$ cat config.mk
export PLATFORM = sky130hd
export DESIGN_NAME = instruction_loader
export DESIGN_NICKNAME = d
export VERILOG_FILES = /design/src/rtl/instruction_loader.sv
export SDC_FILE = /design/constraint.sdc
export NUM_CORES = 1
export LEC_CHECK = 0
export ABC_AREA = 1
export CAP_MARGIN = 5
export CORE_MARGIN = 5
export CORE_UTILIZATION = 45
export DETAILED_ROUTE_END_ITERATION = 10
export PLACE_DENSITY = 0.72
export SLEW_MARGIN = 20
export SYNTH_ARGS = -nofsm -noshare
export SYNTH_HDL_FRONTEND = slang
export SYNTH_SLANG_ARGS = --single-unit
$ cat constraint.sdc
create_clock -name clk -period 2.9 [get_ports clk]
set_clock_uncertainty 0.1 [all_clocks]
set_input_delay 0.29 -clock clk [delete_from_list [all_inputs] [get_ports clk]]
set_output_delay 0.29 -clock clk [all_outputs]
set_load 0.01 [all_outputs]
$ cat src/rtl/instruction_loader.sv
// instruction_loader: accepts a framed program image (count, count*4 data bytes, XOR checksum)
// as a byte stream, writes it word by word into instruction memory and holds the CPU until done.
module instruction_loader #(
  parameter int ADDR_WIDTH = 6
) (
  input  logic                  clk,
  input  logic                  reset_n,
  input  logic                  start,
  input  logic [7:0]            rx_data,
  input  logic                  rx_valid,
  output logic                  rx_ready,
  output logic                  imem_we,
  output logic [ADDR_WIDTH-1:0] imem_a,
  output logic [31:0]           imem_wd,
  output logic                  cpu_hold,
  output logic                  done,
  output logic                  error,
  output logic [ADDR_WIDTH:0]   words_loaded
);

  localparam logic [ADDR_WIDTH:0] DEPTH   = (ADDR_WIDTH+1)'(2**ADDR_WIDTH);
  localparam logic [8:0]          MAX_CNT = 9'(2**ADDR_WIDTH);

  typedef enum logic [2:0] {
    S_IDLE  = 3'd0,
    S_COUNT = 3'd1,
    S_DATA  = 3'd2,
    S_CHECK = 3'd3,
    S_DONE  = 3'd4,
    S_ERROR = 3'd5
  } state_t;

  state_t                r_state;
  logic [ADDR_WIDTH:0]   r_n;
  logic [ADDR_WIDTH:0]   r_wcnt;
  logic [ADDR_WIDTH:0]   r_words;
  logic [ADDR_WIDTH-1:0] r_addr;
  logic [1:0]            r_bidx;
  logic [23:0]           r_shift;
  logic [7:0]            r_csum;
  logic                  r_we;
  logic [31:0]           r_wd;
  logic                  r_hold;
  logic                  r_done;
  logic                  r_err;

  logic                  w_accept;
  logic                  w_last;

  assign rx_ready = (r_state == S_COUNT) || (r_state == S_DATA) || (r_state == S_CHECK);
  assign w_accept = rx_valid && rx_ready;
  assign w_last   = (r_wcnt + (ADDR_WIDTH+1)'(1)) == r_n;

  assign imem_we      = r_we;
  assign imem_a       = r_addr;
  assign imem_wd      = r_wd;
  assign cpu_hold     = r_hold;
  assign done         = r_done;
  assign error        = r_err;
  assign words_loaded = r_words;

  // Loader FSM: frame parsing, word assembly, memory write pulses and status flags.
  always_ff @(posedge clk or negedge reset_n) begin
    if (!reset_n) begin
      r_state <= S_IDLE;
      r_n     <= '0;
      r_wcnt  <= '0;
      r_words <= '0;
      r_addr  <= '0;
      r_bidx  <= 2'd0;
      r_shift <= 24'd0;
      r_csum  <= 8'd0;
      r_we    <= 1'b0;
      r_wd    <= 32'd0;
      r_hold  <= 1'b1;
      r_done  <= 1'b0;
      r_err   <= 1'b0;
    end else begin
      r_we <= 1'b0;
      // Address and word count advance the cycle after each write pulse; the address
      // holds at the top index instead of wrapping after the last word.
      if (r_we) begin
        if (r_addr != {ADDR_WIDTH{1'b1}}) begin
          r_addr <= r_addr + ADDR_WIDTH'(1);
        end else begin
          r_addr <= r_addr;
        end
        if (r_words != DEPTH) begin
          r_words <= r_words + (ADDR_WIDTH+1)'(1);
        end else begin
          r_words <= r_words;
        end
      end else begin
        r_addr  <= r_addr;
        r_words <= r_words;
      end

      case (r_state)
        S_IDLE: begin
          if (start) begin
            r_state <= S_COUNT;
          end else begin
            r_state <= S_IDLE;
          end
        end
        S_COUNT: begin
          if (w_accept) begin
            if ({1'b0, rx_data} > MAX_CNT) begin
              r_err   <= 1'b1;
              r_state <= S_ERROR;
            end else begin
              r_n     <= (rx_data == 8'd0) ? DEPTH : (ADDR_WIDTH+1)'(rx_data);
              r_csum  <= 8'd0;
              r_words <= '0;
              r_addr  <= '0;
              r_wcnt  <= '0;
              r_bidx  <= 2'd0;
              r_state <= S_DATA;
            end
          end else begin
            r_state <= S_COUNT;
          end
        end
        S_DATA: begin
          if (w_accept) begin
            r_csum  <= r_csum ^ rx_data;
            r_shift <= {r_shift[15:0], rx_data};
            r_bidx  <= r_bidx + 2'd1;
            if (r_bidx == 2'd3) begin
              r_we   <= 1'b1;
              r_wd   <= {r_shift, rx_data};
              r_wcnt <= r_wcnt + (ADDR_WIDTH+1)'(1);
              // The checksum byte may arrive during the final write pulse.
              if (w_last) begin
                r_state <= S_CHECK;
              end else begin
                r_state <= S_DATA;
              end
            end else begin
              r_state <= S_DATA;
            end
          end else begin
            r_state <= S_DATA;
          end
        end
        S_CHECK: begin
          if (w_accept) begin
            if (rx_data == r_csum) begin
              r_done  <= 1'b1;
              r_hold  <= 1'b0;
              r_state <= S_DONE;
            end else begin
              r_err   <= 1'b1;
              r_state <= S_ERROR;
            end
          end else begin
            r_state <= S_CHECK;
          end
        end
        S_DONE, S_ERROR: begin
          if (start) begin
            r_done  <= 1'b0;
            r_err   <= 1'b0;
            r_hold  <= 1'b1;
            r_state <= S_COUNT;
          end else begin
            r_state <= r_state;
          end
        end
        default: begin
          r_hold  <= 1'b1;
          r_state <= S_IDLE;
        end
      endcase
    end
  end

endmodule

== Word-level counts from Yosys, hierarchy flattened ==
Cells that the tools add are included.

* Add/sub/neg operators: 4
* Order comparisons: 1
* Equal/unequal tests: 19
* Mux-type cells: 50
* Bitwise logic cells: 3
* Reductions and logical operators: 18

{| class="wikitable"
|+ Operators with widths
! cell !! number
|-
| 7-bit 2-to-1 mux || 10
|-
| 6-bit 2-to-1 mux || 5
|-
| 8-bit 2-to-1 mux || 3
|-
| 3-bit 2-to-1 mux || 6
|-
| 1-bit 2-to-1 mux || 16
|-
| 8-bit case mux with 2 select lines || 1
|-
| 3-bit case mux with 5 select lines || 1
|-
| 7-bit by 1-bit adder with 7-bit output (second input constant) || 2
|-
| 7-bit case mux with 2 select lines || 1
|-
| 2-bit != test (second input constant) || 6
|-
| 4-bit AND reduction || 3
|-
| 8-bit equality test || 1
|-
| 8-bit by 7-bit > comparator with 1-bit output (second input constant) || 1
|-
| 8-bit logical NOT || 1
|-
| 8-bit XOR || 1
|-
| 7-bit equality test || 1
|-
| 7-bit != test (second input constant) || 1
|-
| 6-bit by 1-bit adder with 6-bit output (second input constant) || 1
|-
| 3-bit by 2-bit equality test with 1-bit output (second input constant) || 2
|-
| 3-bit equality test (second input constant) || 2
|-
| 2-bit 2-to-1 mux || 3
|-
| 2-bit by 1-bit != test with 1-bit output (second input constant) || 3
|-
| 6-bit != test (second input constant) || 1
|-
| 1-bit case mux with 3 select lines || 2
|-
| other kinds (17) || 21
|}

* Bits in registers: 100
* Bits of input ports: 12
* Output and inout port bits: 50
* Logic and storage cells: 108

== Longest topological paths before layout ==
Gate-level depths: netlist of run 1.

* Word-level depth: 6
* Mapped depth: 12
* Depth with buffers taken out: 12

== Worst setup path before layout of run 1 ==
OpenSTA, ideal clock, no wires.

* Path kind: register -> register
* From: register r_addr[0] (netlist: imem_a[0])
* To: register r_addr[1] (netlist: imem_a[1])
* Setup time: 0.120 ns
* Data arrival time: 1.322 ns
* Required time: 2.680 ns
* Path slack: 1.358 ns
* Stages on the path, launching flop included: 9
* Buffers on the path: 0
* Period minus slack after synthesis: 1.542 ns
* Path through: dfrtp_1 ha_1 inv_1 nor3_1 nand2_1 nand2_1 nand2_1 o211ai_1 inv_1

* Word-level cells in the longest chain between the ends: 6
* Elaborated cells between the ends (all ways): 7
* Classes of those cells: 1 x add/sub; 1 x eq/ne; 5 x mux

{| class="wikitable"
|+ RTL lines
! element !! line !! source
|-
| from (decl) || 37 || <nowiki>logic [ADDR_WIDTH-1:0] r_addr;</nowiki>
|-
| from (signal assigned) || 84 || <nowiki>r_addr <= r_addr + ADDR_WIDTH'(1);</nowiki>
|-
| from (signal assigned) || 86 || <nowiki>r_addr <= r_addr;</nowiki>
|-
| from (signal assigned) || 94 || <nowiki>r_addr <= r_addr;</nowiki>
|-
| 6-bit by 1-bit adder with 6-bit output or 6-bit != test (tied branches) || 84, 83 ||
|-
| 6-bit 2-to-1 mux * || 83 || <nowiki>if (r_addr != {ADDR_WIDTH{1'b1}}) begin</nowiki>
|-
| 6-bit 2-to-1 mux * || 82 || <nowiki>if (r_we) begin</nowiki>
|-
| 6-bit 2-to-1 mux || 108 || <nowiki>if ({1'b0, rx_data} > MAX_CNT) begin</nowiki>
|-
| 6-bit 2-to-1 mux || 107 || <nowiki>if (w_accept) begin</nowiki>
|-
| 6-bit 2-to-1 mux * || 98 || <nowiki>case (r_state)</nowiki>
|}

Every way passes the cells marked *; elsewhere a longest branch is shown, timed or not.
A chain may end at the register's enable or synchronous reset.

== Final worst setup path of run 1 ==
* From: register r_state[0]
* To: output rx_ready

* Word-level cells in the longest chain between the ends: 3
* Elaborated cells between the ends (all ways): 5
* Classes of those cells: 3 x eq/ne; 2 x reduce/logical

{| class="wikitable"
|+ RTL lines
! element !! line !! source
|-
| from (decl) || 33 || <nowiki>state_t r_state;</nowiki>
|-
| from (signal assigned) || 167 || <nowiki>r_state <= r_state;</nowiki>
|-
| 3-bit by 1-bit equality test with 1-bit output or 3-bit by 2-bit equality test with 1-bit output (tied branches) || 50 || <nowiki>assign rx_ready = (r_state == S_COUNT) || (r_state == S_DATA) || (r_state == S_CHECK);</nowiki>
|-
| 1-bit logical OR || 50 ||
|-
| 1-bit logical OR * || 50 ||
|-
| to (decl) || 11 || <nowiki>output logic rx_ready,</nowiki>
|}

Marked as above.

==> metrics.md, run 1 <==
| Metric | Value |
|---|---|
| Initial Util | `46.27%` |
| Hold_buf cts | `1` |
| CP max stage delay | `0.48 ns` |
| # diodes | `0` |
| Boundary pin count | `62` |
| CP max stage cell | `clkdlybuf4s50_1` |
| Critical path, cell by cell | `nor2_1 -> nor2_1 -> clkdlybuf4s50_1` |
| CTS tree | `done` |
| Vias in the first global route | `3663` |
| Router iterations before antenna repair | `4` |
| Area Growth Syn to Fin | `20.19%` |
| ANT nets after route | `0` |
| CTS clock-pin slew for the worst setup and hold paths | `0.10 ns` |
| Place WS | `0.6771 ns` |
| Vias per inst | `4.913` |
| Met1 Use GR | `21.14%` |
| Mapped Avg Cell Area | `8.492 sq um` |
| Final nets | `612` |
| Synthesis-stage register bit count | `100` |
| Hold/Removal Path Class | `in2async` |
| Clk sinks | `100` |
| Synth Warn # | `0` |
| CTS H-tree lvls | `3` |
| Detailed-route via count | `3601` |
| Max Cap Violations | `0` |
| Power per Cell Area | `639.3 nW/um^2` |
| Cells after Synth | `535` |
| Worst Path Max Fanout | `6` |
| Met3 Use GR | `2.462%` |
| Reg2Reg Launch Point | `r_bidx[0]` |
| Highest clock rate | `0.4889 GHz` |
| Final Critical Period | `2.046 ns` |
| Die Ht | `110.5 microns` |
| First-pass GRT wire length | `16.73 mm` |
| Post-CTS setup buffers | `0` |
| Gr busiest metal | `met2` |
| Final WL | `9.465 mm` |
| Initial antenna violation count | `0` |
| Total GRT Usage | `16.43%` |
| Most common cell after layout, fill and taps aside | `nand2_1` |
| CP arrival | `1.66 ns` |
| Crit share post-route | `70.54%` |
| Crit path buffers/inverters | `1` |
| RSZ-0062 raised after global routing | `false` |
| Status | `complete, no violations` |
| Max clock buf depth | `2` |
| Final Worst Setup Slack | `0.8544 ns` |
| Share of post-route cells with drive strength above 1 | `6.167%` |
| Worst-Skew Late Latency | `0.37 ns` |
| Distinct cells, synth | `36` |
| Largest delay share family, worst path | `buffers and inverters` |
| DR iter-0 viols | `114` |
| Final count of pins violating max slew | `0` |
| Finish-stage setup viols | `0` |
| Most used cell, CP | `nor2_1` |
| Critical Path Start Type | `register` |
| Synth Cell Area | `4543 sq um` |
| Commonest non-fill, non-tap cells in the layout | `nand2_1 (169), dfrtp_1 (99), inv_1 (67), clkdlybuf4s50_1 (60), o21ai_0 (38)` |
| Reg2Reg Depth | `6` |
| Die Wd | `110.5 microns` |
| M2 GR Usage | `27.18%` |
| Peak VDD IR | `365.4 uV` |
| Core Area | `9819 sq um` |
| Wire per inst | `12.91 microns` |
| Hold Vio Cnt, Final | `0` |
| Slew headroom | `36.06%` |
| Pleak | `0.002618 uW` |
| Row Count | `36` |
| Clock root cell | `clkbuf_8` |
| GR Overflow Total | `0` |
| Drt drc | `0` |
| Post-cts gate resize count | `0` |
| Fill cells | `939` |
| Post-synthesis sequential area ratio | `55.11%` |
| Crit end category | `primary output` |
| Slew at the pin closest to its max-slew limit | `0.9577 ns` |
| Capturing point of the worst reg2reg path | `imem_wd[0]` |
| Die area | `12200 sq um` |
| Routability cong. | `0.8531` |
| I/O Buffers | `61` |
| Largest net degree at the start of global routing | `63` |
| Worst Setup Path Type | `reg2out` |
| R2r setup slk | `0.94 ns` |
| Cts bufs inserted | `9` |
| Post-Syn Nets | `552` |
| Hpwl dp | `6.700 mm` |
| TNS Setup | `0 ns` |
| WP data required | `2.51 ns` |
-- routing by layer --
metal	part of all wire, %	up-vias
li1	-	1814
met1	46	1690
met2	47	76
met3	4.7	21
met4	2.6	0
met5	0	-
-- metrics by stage --
stage	instance area [sq um]	power, uW	hold slack (ns)	util (%)	cells
final	5460	3491	0.3288	55.61	733
after global routing	5460	3728	0.3900	55.61	733
after CTS	5460	3526	0.3386	55.61	733
after detailed placement	5269	2685	0.1996	53.66	716
after global placement	5269	2651	0.1974	53.66	716
after floorplan	4543	2419	-0.1056	-	535
-- worst reg2reg max path, delay by kind of cell (launching register included) --
kind,cells,cell delay (ns)
adder cells (fa/ha/maj),1,0.24
AO/OA/AOI/OAI,1,0.13
buffers and inverters,2,0.78
flip-flops,1,0.42
AND/OR/NAND/NOR,2,0.20
-- area by class of cell --
class	count	area, sq um	share of cell area (%)
inverters	71	266.5	4.881
clock buffers	10	137.6	2.521
clock inverters	6	43.79	0.8020
multi-input cells	348	1689	30.93
flip-flops and latches	100	2504	45.85
repair buffers	65	653.1	11.96
well taps	133	166.4	3.048
-- kinds of logic after synthesis --
group           Yosys count  share of synthesized area (%)
simple gates            240                          22.64
compound gates           91                          10.85
fa+ha+maj                 5                          1.377
buf+inv                  87                          7.711
xor+xnor                 12                          2.314
flops                   100                          55.11
-- sequential cells by signal, summed over array words and instances, names as in the netlist, 3 cells and up --
| register | flops |
|---|---|
| r_state | 3 |
| words_loaded | 7 |
| r_wcnt | 7 |
| r_csum | 8 |
| r_shift | 24 |
| imem_wd | 32 |
| r_n | 7 |
| imem_a | 6 |
-- synth_stat cells --
cell | number | area [sq um]
a21oi_1 | 5 | 25.02
a21oi_2 | 1 | 8.760
a31oi_1 | 1 | 6.260
buf_1 | 2 | 7.510
buf_2 | 7 | 35.03
buf_4 | 2 | 15.01
buf_6 | 1 | 11.26
clkbuf_1 | 4 | 15.01
dfrtp_1 | 99 | 2477
dfstp_2 | 1 | 26.28
ha_1 | 5 | 62.56
inv_1 | 67 | 251.5
inv_2 | 4 | 15.01
nand2_1 | 169 | 634.4
nand2_4 | 2 | 22.52
nand3_1 | 26 | 130.1
nand3_2 | 1 | 10.01
nand3_4 | 1 | 17.52
nand3b_1 | 3 | 22.52
nand4_1 | 3 | 18.77
nor2_1 | 27 | 101.4
nor2_4 | 2 | 22.52
nor3_1 | 2 | 10.01
nor3_4 | 1 | 16.27
nor3b_1 | 1 | 7.510
nor4_1 | 1 | 6.260
o211ai_1 | 1 | 7.510
o211ai_2 | 1 | 12.51
o21ai_0 | 38 | 190.2
o21ai_1 | 36 | 180.2
o21ai_2 | 2 | 17.52
o21bai_1 | 2 | 15.01
o31ai_1 | 4 | 30.03
or2_4 | 1 | 8.760
xnor2_1 | 9 | 78.83
xor2_1 | 3 | 26.28
-- power breakdown --
group          total (uW)  leakage [uW]  internal, uW  switching, uW
Sequential           1790       0.00136          1630            167
Combinational         858       0.00116           334            524
Clock                 839     0.0000987           344            495
-- worst max path at each step --
stage	startpoint	endpoint	slack, ns	depth (start not counted)
after global placement	rx_data[4]	words_loaded[2]	0.71	7
final	r_state[0]	rx_ready	0.85	3
after global routing	r_bidx[0]	imem_wd[0]	0.74	6
after CTS	r_state[0]	rx_ready	0.83	3
after floorplan	imem_a[0]	imem_a[1]	1.36	8
after detailed placement	rx_data[4]	words_loaded[2]	0.68	7
No activity file was read; power rests on OpenSTA's default activity.
==> inputs of run 2 (changes only) <==
clock period = 2 ns   (was 2.9 ns; I/O delays follow)
==> metrics.md, run 2 (synthesized netlist as in run 1, its figures left out) <==
| Metric | Value |
|---|---|
| Detailed-route via count | `3611` |
| Met1 Use GR | `21.23%` |
| Met3 Use GR | `3.173%` |
| Clk sinks | `100` |
| Initial Util | `46.27%` |
| Final Critical Period | `1.889 ns` |
| Routability cong. | `0.8993` |
| Row Count | `36` |
| Commonest non-fill, non-tap cells in the layout | `nand2_1 (169), dfrtp_1 (98), inv_1 (67), clkdlybuf4s50_1 (60), o21ai_0 (38)` |
| I/O Buffers | `61` |
| CP max stage delay | `0.55 ns` |
| Critical Path Start Type | `register` |
| Area Growth Syn to Fin | `21.65%` |
| Max clock buf depth | `2` |
| Initial antenna violation count | `0` |
| RSZ-0062 raised after global routing | `false` |
| Pleak | `0.002648 uW` |
| Peak VDD IR | `510.5 uV` |
| Cts bufs inserted | `9` |
| Highest clock rate | `0.5293 GHz` |
| Drt drc | `0` |
| Die area | `12200 sq um` |
| Gr busiest metal | `met2` |
| CTS clock-pin slew for the worst setup and hold paths | `0.10 ns` |
| Utilization after layout | `56.28%` |
| Finish-stage setup viols | `0` |
| Die Wd | `110.5 microns` |
| Clock root cell | `clkbuf_8` |
| TNS Setup | `0 ns` |
| Crit share post-route | `94.47%` |
| Hpwl dp | `6.807 mm` |
| Largest net degree at the start of global routing | `61` |
| Hold/Removal Path Class | `in2async` |
| Worst Path Max Fanout | `6` |
| Post-CTS setup buffers | `0` |
| CP max stage cell | `clkdlybuf4s50_1` |
| Total GRT Usage | `16.41%` |
| Boundary pin count | `62` |
| Slew at the pin closest to its max-slew limit | `0.4588 ns` |
| Wire per inst | `12.88 microns` |
| Final count of pins violating max slew | `0` |
| GR Overflow Total | `0` |
| Most common cell after layout, fill and taps aside | `nand2_1` |
| WP data required | `1.70 ns` |
| Hold Vio Cnt, Final | `0` |
| Die Ht | `110.5 microns` |
| Final WL | `9.494 mm` |
| Vias in the first global route | `3492` |
| Crit end category | `primary output` |
| Status | `complete, no violations` |
| CTS H-tree lvls | `3` |
| Core Area | `9819 sq um` |
| Final nets | `617` |
| Critical path, cell by cell | `nor2_2 -> nor2_1 -> clkdlybuf4s50_1` |
| Power per Cell Area | `921.0 nW/um^2` |
| Vias per inst | `4.900` |
| Largest register FFs | `32` |
| Worst Setup Path Type | `reg2out` |
| Share of post-route cells with drive strength above 1 | `7.119%` |
| CTS tree | `done` |
| Slew headroom | `69.13%` |
| Worst-Skew Late Latency | `0.37 ns` |
| Router iterations before antenna repair | `4` |
| Max Cap Violations | `0` |
| CP arrival | `1.59 ns` |
| ANT nets after route | `0` |
| DR iter-0 viols | `213` |
| # diodes | `0` |
| M2 GR Usage | `26.50%` |
| First-pass GRT wire length | `16.67 mm` |
## run 2: changes by cell type in the layout (fill, tap and decap cells not counted), sizes merged
cell	delta
buf	+5
clkbuf	-1
## run 2: metal layers
| layer | routed length (microns) | share of wire [%] |
|---|---|---|
| met1 | 4386 | 46 |
| met2 | 4596 | 48 |
| met3 | 346 | 3.6 |
| met4 | 165 | 1.7 |
| met5 | 0 | 0 |
## run 2: report_power, final
group,internal (uW),switching [uW]
combinational,498,770
sequential,2360,249
clock,474,738
total,3330,1760
## run 2: final cells by class
class,instances,area (sq um)
multi-input cells,348,1692
well taps,133,166.4
clock buffers,9,123.9
flip-flops and latches,100,2505
clock inverters,6,57.56
fillers,948,4293
repair buffers,70,715.7
inverters,71,266.5
## run 2: through the flow
stage / total power [uW] / hold WS [ns] / cells / area [sq um] / setup WS (ns)
6_report: 5090 / 0.2026 / 737 / 5527 / 0.1106
5_1_grt: 5443 / 0.2405 / 737 / 5527 / 0.005698
4_1_cts: 5135 / 0.2038 / 737 / 5523 / 0.02399
3_5_place_dp: 3906 / 0.08293 / 721 / 5331 / 0.02651
3_3_place_gp: 3852 / 0.07587 / 721 / 5331 / 0.07806
2_1_floorplan: 3508 / -0.1956 / 535 / 4543 / 0.4578
## run 2: worst max-delay path, delay by kind of cell, from the launching register on
kind,cells,cell delay (ns)
buffers and inverters,1,0.55
DFF,1,0.46
and+or+nand+nor,2,0.22
## run 2: final timing paths
check / to / cells after the start / from / slack [ns]
worst max-delay path: rx_ready / 3 / r_state[0] / 0.11
worst min-delay path: r_shift[6] / 2 / reset_n / 0.20
worst max register to register: r_state[0] / 12 / r_wcnt[0] / 0.21
worst min register to register: cpu_hold / 2 / cpu_hold / 0.36
max in group asynchronous: words_loaded[1] / 3 / reset_n / 0.98
min in group clk: cpu_hold / 2 / cpu_hold / 0.36
## run 2: timing repair
item                                    4_1_cts  5_1_grt
endpoints found under the hold margin        29        0
endpoints found under the setup margin        0        1
hold buffers                                  1        0
gates resized for setup                       0        2
==> inputs of run 3 (changes only) <==
clock period = 2.3 ns   (was 2 ns; I/O delays follow)
==> metrics.md, run 3 (synthesized netlist as in run 1, its figures left out) <==
| Metric | Value |
|---|---|
| Clk pwr share | `26.0%` |
| Boundary pin count | `62` |
| Largest register FFs | `32` |
| Sw frac | `32.96%` |
| Worst Path Max Fanout | `6` |
| Peak VDD IR | `440.5 uV` |
| Place WS | `0.2557 ns` |
| Post-cts gate resize count | `0` |
| Largest net degree at the start of global routing | `61` |
| Core Area | `9819 sq um` |
| Row Count | `36` |
| Worst Setup Path Type | `reg2out` |
| Die Wd | `110.5 microns` |
| Reg2Reg Depth | `6` |
| Worst-Skew Late Latency | `0.36 ns` |
| Status | `complete, no violations` |
| Initial Util | `46.27%` |
| Largest delay share family, worst path | `buffers and inverters` |
| Most used cell, CP | `nor2_1` |
| Highest clock rate | `0.5100 GHz` |
| Part of the power in registers | `50.1%` |
| Max Cap Violations | `0` |
| Hold_buf cts | `1` |
| Crit end category | `primary output` |
| Hold Vio Cnt, Final | `0` |
| CP max stage delay | `0.48 ns` |
| First-pass GRT wire length | `16.95 mm` |
| Area Growth Syn to Fin | `21.07%` |
| CTS H-tree lvls | `3` |
| Area used by multi-input combinational logic | `1689 sq um` |
| I/O Buffers | `61` |
| Post-route cell area | `5500 sq um` |
| Die Ht | `110.5 microns` |
| Vias per inst | `4.852` |
| Final count of pins violating max slew | `0` |
| Stages on the worst setup path | `3` |
| Slew headroom | `34.77%` |
| Finish-stage setup viols | `0` |
| Max clock buf depth | `2` |
| Clk sinks | `100` |
| Crit share post-route | `85.25%` |
| Critical Path Start Type | `register` |
| Initial antenna violation count | `0` |
| Reg area | `2504 sq um` |
| Final Critical Period | `1.961 ns` |
| Internal power | `3021 uW` |
| Most common cell after layout, fill and taps aside | `nand2_1` |
| ANT nets after route | `0` |
| Hpwl dp | `6.783 mm` |
| Crit path buffers/inverters | `1` |
| Hold/Removal Path Class | `in2async` |
| CTS clock-pin slew for the worst setup and hold paths | `0.09 ns` |
| DR iter-0 viols | `209` |
| Routability cong. | `0.8473` |
| CTS tree | `done` |
| Wire per inst | `12.94 microns` |
| TNS Setup | `0 ns` |
| RSZ-0062 raised after global routing | `false` |
| Vias in the first global route | `3606` |
| Final nets | `614` |
| Detailed-route via count | `3566` |
| Die area | `12200 sq um` |
| Clock root cell | `clkbuf_8` |
| Slew at the pin closest to its max-slew limit | `0.9784 ns` |
| Pleak | `0.002637 uW` |
| GR Overflow Total | `0` |
| Area after DPL | `5284 sq um` |
| # diodes | `0` |
| CP arrival | `1.63 ns` |
| Share of post-route cells with drive strength above 1 | `6.478%` |
| Cts bufs inserted | `9` |
| Final Power | `4507 uW` |
| Commonest non-fill, non-tap cells in the layout | `nand2_1 (169), dfrtp_1 (99), inv_1 (67), clkdlybuf4s50_1 (60), o21ai_0 (38)` |
| WP data required | `1.97 ns` |
| Post-CTS setup buffers | `0` |
| Final Worst Setup Slack | `0.3392 ns` |
| Power per Cell Area | `819.4 nW/um^2` |
| Fill cells | `928` |
| Sw Pwr | `1485 uW` |
| Final WL | `9.511 mm` |
| CP max stage cell | `clkdlybuf4s50_1` |
| Router iterations before antenna repair | `4` |
| Comb power frac | `23.9%` |
| Drt drc | `0` |
| Total GRT Usage | `16.54%` |
| Critical path, cell by cell | `nor2_1 -> nor2_1 -> clkdlybuf4s50_1` |
[run 3: cell count changes in the layout (fill, tap and decap cells not counted), sizes merged]
cell,delta
clkbuf,+1
bufinv,+1
buf,-3
clkinv,-1
[run 3: per-layer routing]
metal / vias up / routed length, microns / track usage (%)
met5: - / 0 / 0
met4: 0 / 181 / 6.322
met3: 15 / 355 / 3.282
met2: 74 / 4527 / 26.38
met1: 1667 / 4445 / 22.31
li1: 1810 / - / -
[run 3: power groups by stage]
stage	Combinational [uW]	Sequential (uW)	Clock [uW]
finish	1080	2260	1170
global route	1250	2300	1280
CTS	1090	2260	1210
detailed placement	1090	2290	0
global placement	1050	2270	0
floorplan	800	2250	0
[run 3: worst reg2reg max path, delay by kind of cell (launching register included)]
kind,cells,cell delay (ns)
compound gates,1,0.11
fa+ha+maj,1,0.24
buf+inv,2,0.79
flops,1,0.41
simple gates,2,0.21
[run 3: area by class of cell]
class / count / area share [%]
multi-input cells: 348 / 30.71
repair buffers: 67 / 12.15
inverters: 71 / 4.845
well taps: 133 / 3.025
clock inverters: 6 / 1.251
flip-flops and latches: 100 / 45.52
clock buffers: 10 / 2.502
[run 3: final timing paths]
kind,startpoint,endpoint,slack (ns)
min in group clk,cpu_hold,cpu_hold,0.37
min,reset_n,imem_wd[8],0.18
max,r_state[0],rx_ready,0.34
max reg2reg,r_bidx[0],imem_wd[0],0.35
max in group asynchronous,reset_n,imem_wd[27],1.18
min reg2reg,cpu_hold,cpu_hold,0.37
[run 3: per-stage QoR]
step	hold WS [ns]	instances	utilization (%)
after floorplan	-0.1656	535	-
after CTS	0.1796	735	56.01
after global placement	0.03223	718	53.81
after detailed placement	0.03845	718	53.81
after global routing	0.1950	735	56.01
final	0.1816	735	56.01
